`src/rtl/platform_scroller.sv`:
```
// Platform scroller: once per video frame, moves each of 16 platforms up the
// screen by SPEED pixels. A platform that reaches the top is respawned at the
// bottom with a pseudo-random x position and length. The new table is built
// in a working copy and published in a single cycle, so the drawing logic
// never sees a half-updated frame.
module platform_scroller #(
  parameter int unsigned SPEED = 2,
  parameter logic [15:0] SEED  = 16'hACE1
) (
  input  logic             Clk,
  input  logic             Reset,
  input  logic             vsync,
  input  logic             pause,
  output logic [15:0][28:0] info_ground,
  output logic             busy,
  output logic [7:0]       missed_frames
);

  localparam logic [1:0] IDLE   = 2'd0;
  localparam logic [1:0] UPDATE = 2'd1;
  localparam logic [1:0] COMMIT = 2'd2;

  localparam logic [9:0] Y_LIMIT = 10'(SPEED + 2);
  localparam logic [8:0] Y_STEP  = 9'(SPEED);
  localparam logic [8:0] Y_SPAWN = 9'd477;

  logic [1:0]        state;
  logic [3:0]        idx;
  logic [15:0]       lfsr;
  logic              lfsr_fb;
  logic              vs_meta;
  logic              vs_sync;
  logic              vs_prev;
  logic              live;
  logic              armed;
  logic              tick;
  logic [15:0][28:0] work;
  logic [28:0]       cur;
  logic [28:0]       nxt;
  logic              respawn;

  // Power-on layout: platforms staggered down and across the screen.
  function automatic logic [28:0] reset_entry(input logic [3:0] i);
    logic [9:0] x;
    logic [8:0] y;
    x = {1'b0, i, 5'd0};
    y = ({5'd0, i} * 9'd30) + 9'd15;
    return {10'd96, y, x};
  endfunction

  // Synchronize vsync and only arm the edge detector once a real low level
  // has been sampled after reset, so a vsync that is already high at release
  // cannot masquerade as a new frame.
  always_ff @(posedge Clk or posedge Reset) begin
    if (Reset) begin
      vs_meta <= 1'b0;
      vs_sync <= 1'b0;
      vs_prev <= 1'b0;
      live    <= 1'b0;
      armed   <= 1'b0;
    end else begin
      vs_meta <= vsync;
      vs_sync <= vs_meta;
      vs_prev <= vs_sync;
      live    <= 1'b1;
      if (live && !vs_meta) armed <= 1'b1;
    end
  end

  assign tick    = vs_sync & ~vs_prev & armed;
  assign busy    = (state == UPDATE) || (state == COMMIT);
  assign lfsr_fb = lfsr[15] ^ lfsr[13] ^ lfsr[12] ^ lfsr[10];

  // Frame sequencer: idle until a tick, walk all 16 entries, then publish.
  always_ff @(posedge Clk or posedge Reset) begin
    if (Reset) begin
      state <= IDLE;
      idx   <= 4'd0;
    end else begin
      case (state)
        IDLE: begin
          idx <= 4'd0;
          if (tick && !pause) state <= UPDATE;
        end
        UPDATE: begin
          idx <= idx + 4'd1;
          if (idx == 4'd15) state <= COMMIT;
        end
        COMMIT: begin
          idx   <= 4'd0;
          state <= IDLE;
        end
        default: begin
          idx   <= 4'd0;
          state <= IDLE;
        end
      endcase
    end
  end

  // Count frames that arrived while the previous one was still being built.
  always_ff @(posedge Clk or posedge Reset) begin
    if (Reset) begin
      missed_frames <= 8'd0;
    end else if (tick && !pause && busy && (missed_frames != 8'hFF)) begin
      missed_frames <= missed_frames + 8'd1;
    end
  end

  // Next value of the entry under the index: scroll up, or respawn near the
  // bottom using the current LFSR bits (x <= 511, length <= 127 keeps the
  // platform on a 640-pixel line).
  always_comb begin
    cur     = work[idx];
    respawn = ({1'b0, cur[18:10]} <= Y_LIMIT);
    nxt     = cur;
    if (respawn) begin
      nxt = {10'd64 + {4'd0, lfsr[15:10]}, Y_SPAWN, {1'b0, lfsr[8:0]}};
    end else begin
      nxt[18:10] = cur[18:10] - Y_STEP;
    end
  end

  // Working copy is rewritten one entry per UPDATE cycle; the LFSR steps only
  // when an entry it fed is actually written.
  always_ff @(posedge Clk or posedge Reset) begin
    if (Reset) begin
      lfsr <= SEED;
      for (int i = 0; i < 16; i++) work[i] <= reset_entry(4'(i));
    end else if (state == UPDATE) begin
      work[idx] <= nxt;
      if (respawn) lfsr <= {lfsr[14:0], lfsr_fb};
    end
  end

  // Published table changes only on the COMMIT edge.
  always_ff @(posedge Clk or posedge Reset) begin
    if (Reset) begin
      for (int i = 0; i < 16; i++) info_ground[i] <= reset_entry(4'(i));
    end else if (state == COMMIT) begin
      info_ground <= work;
    end
  end

endmodule
```
`config.mk`:
```
export PLATFORM = sky130hd
export DESIGN_NAME = platform_scroller
export DESIGN_NICKNAME = d
export VERILOG_FILES = /design/src/rtl/platform_scroller.sv
export SDC_FILE = /design/constraint.sdc
export NUM_CORES = 2
export LEC_CHECK = 0
export CAP_MARGIN = 20
export CORE_AREA = 2 2 285 287
export CTS_BUF_LIST = sky130_fd_sc_hd__clkbuf_4 sky130_fd_sc_hd__clkbuf_8
export DETAILED_ROUTE_END_ITERATION = 12
export DIE_AREA = 0 0 287 289
export GPL_TIMING_DRIVEN = 1
export MAX_ROUTING_LAYER = met4
export PLACE_DENSITY = 0.72
export SETUP_SLACK_MARGIN = 0.05
export SYNTH_ARGS = -nofsm -noshare
export SYNTH_HDL_FRONTEND = slang
export SYNTH_SLANG_ARGS = --single-unit
```
`constraint.sdc`:
```
create_clock -name Clk -period 62.7 [get_ports Clk]
set_clock_uncertainty 0.05 [all_clocks]
set_input_delay 12.54 -clock Clk [delete_from_list [all_inputs] [get_ports Clk]]
set_output_delay 12.54 -clock Clk [all_outputs]
set_load 0.01 [all_outputs]
```
==> run summary <==
Yosys reg bits = 963
CTS tree = yes
CP max stage delay = 710 ps
Hold Path Class = reg2reg
Slew margin rel. = 22.44%
TritonRoute pass-1 iters = 5
Slowest CP cell = buf_12
Initial antenna violation count = 6
Worst R2R Start = idx[1]
Critical path class = in2async
DR vias = 25370
Synth top area cells = dfrtp_1 (42%), dfstp_2 (19%), mux2_2 (15%)
Drt total wl = 108.3 mm
Ports = 477
Nets = 3333
R2R depth = 11
Final std cells w/o fill = 4513
Synth top area share = 42.23%
Post-CTS sizing = 0
CTS root buf = clkbuf_8
Total Die Area = 82940 sq um
CTS buffer count = 157
Starting Density = 49.62%
Fillcell total = 5958
Final setup fails = 0
Vias in the first global route = 25500
Reg power frac = 40.9%
Avg WL per Cell = 24.01 um
Reg2reg setup slack = 56960 ps
Routed Antenna Nets = 0
Combinational cell fraction of total power = 25.5%
Synth area leader = dfrtp_1
Crit path DAT = 16040 ps
Power Density = 35.61 nW/um^2
Leakage = 21.30 nW
Share of layout cells above drive strength 1 = 42.48%
GRT Util Overall = 26.96%
Max Clock Freq = 65.94 MHz
Count leader, synth = dfrtp_1
Syn Inst Count = 2829
Number of distinct library cells after synthesis = 43
Number of setup buffers added after CTS = 0
Synth Flop Type = dfrtp_1
Syn nets = 2842
Final Util = 61.43%
Crit path launch type = input pin
Clk sinks = 963
Area grow syn2layout = 23.81%
Sw Pwr = 593.8 uW
DRT iter0 DRCs = 2185
Drt drc = 0
Hold path endpoint = vs_prev
CP dominant cell by count = buf_4
Int Power = 1.154 mW
Worst vdd ir = 0.00003234 V
Port Buffers = 476
First-pass GRT wire length = 162.1 mm
Synth Warn # = 0
WP data required = 63570 ps
CP endpoint kind = asynchronous set/reset pin
DP Area = 45390 sq um
CTS H-Tree Depth = 4
Die width = 287 um
CP Cell Sequence = clkdlybuf4s50_1, inv_8, buf_12, buf_4, buf_4, buf_16
Clock latency on the worst-skew pair = 800 ps
Pin count of the biggest net entering global routing = 192
Rows = 104
Post-detail-place hpwl = 74.54 mm
Maxcap violations = 0
GP Congestion = 0.8894
Crit-path max FO = 189
Reg clk slew, reported paths = 60 ps
Dpl cells = 4209
Worst slew pin tran = 1163 ps
Post-synth EDFFs = 0
Routed vias/inst = 5.622
Core box area = 79900 sq um
Post-synthesis sequential area ratio = 61.72%
Slew Limit Fails = 0
Switching Fraction = 33.97%
Most instantiated cells after synthesis = dfrtp_1 (669), mux2_2 (545), dfstp_2 (294)
Final instance area = 49080 sq um
Clock power frac = 33.6%
CTS max path bufs = 3
Synth async-reset ratio = 100.0%
Die height = 289 um
# hold bufs at CTS = 0
Min-delay src = vs_sync
Worst hold path depth = 0
Worst flop-to-flop path endpoint = work[353]
Mean Syn Cell Area = 14.01 sq um
Fin crit share = 24.19%
Gr ovfl total = 0
TNS Setup = 0 ps
Status = finished, final reports clean
RSZ-0062 raised after global routing = false
Hold Fails Final Rpt = 0
Mapped cell area = 39640 sq um
Post-route minimum period = 15170 ps
==> worst max path at each step <==
stage,from,end,slack (ps),cells after the start
2_1_floorplan,Reset,armed,23510,1
3_3_place_gp,Reset,work[229],45860,5
3_5_place_dp,Reset,info_ground[178],45680,5
5_1_grt,Reset,info_ground[2],47140,6
6_report,Reset,info_ground[145],47530,6
4_1_cts,Reset,work[176],46560,5
==> cells in the final DEF (no fill, tap or decap), drive strengths merged, types with 6 or more instances in the layout <==
cell	n
and2	6
mux4	137
nand3	20
a22oi	12
o21ai	163
clkinv	14
clkdlybuf4s50	476
xnor2	11
ha	9
a21oi	244
inv	15
nor2	261
nand2	175
dfrtp	669
dfstp	294
buf	67
mux2	545
clkbuf	262
mux2i	16
nor2b	10
nor3	7
==> power groups by stage <==
stage,Combinational [mW],Clock (mW),Sequential [mW]
after floorplan,0.300,0,0.701
after global routing,0.474,0.630,0.719
after global placement,0.410,0,0.719
final,0.446,0.588,0.714
after CTS,0.430,0.601,0.713
after detailed placement,0.428,0,0.723
==> per-stage QoR <==
| stage | power, mW | hold slack (ps) | setup WS (ps) |
|---|---|---|---|
| floorplan | 1.002 | 295.5 | 23510 |
| detailed placement | 1.151 | 324.4 | 45680 |
| finish | 1.748 | 338.4 | 47530 |
| global placement | 1.129 | 313.4 | 45860 |
| global route | 1.824 | 373.4 | 47140 |
| CTS | 1.744 | 349.3 | 46560 |
==> routing by layer <==
metal	GRT usage [%]	wire (um)
met5	-	0
met1	38.55	47900
met2	38.61	49400
met3	5.843	8137
met4	8.672	2909
==> flip-flops by register name (all words and copies together), names as in the netlist <==
signal         flops
state              2
armed              1
live               1
info_ground      464
vs_prev            1
missed_frames      8
vs_meta            1
vs_sync            1
lfsr              16
work             464
idx                4
==> cell families (layout without fill, tap and decap cells) <==
logic type	count (synthesis)	after routing	synth area share, %
DFF	963	963	61.72
AOI/OAI and AO/OA	428	428	6.486
xor gates and xnor gates	15	15	0.3314
buffers and inverters	220	840	2.396
and+or+nand+nor	495	495	5.012
muxes	698	698	23.76
adders and majority gates	9	9	0.2841
other	1	5	0.009460
==> area by class of cell <==
cell class	instances	area, sq um	share of cell area (%)
Antenna cell	4	10.01	0.02039
Clock buffer	262	3187	6.493
Clock inverter	26	279.0	0.5685
Inverter	9	41.29	0.08412
Multi-Input combinational cell	1646	14340	29.22
Sequential cell	963	24470	49.86
Tap cell	1060	1326	2.702
Timing Repair Buffer	543	5424	11.05
==> worst max-delay path: cells and delay by family <==
kind                   cells  cell delay [ps]
buffers and inverters      6             3150
Note: power is estimated with default switching activity, not from simulation.
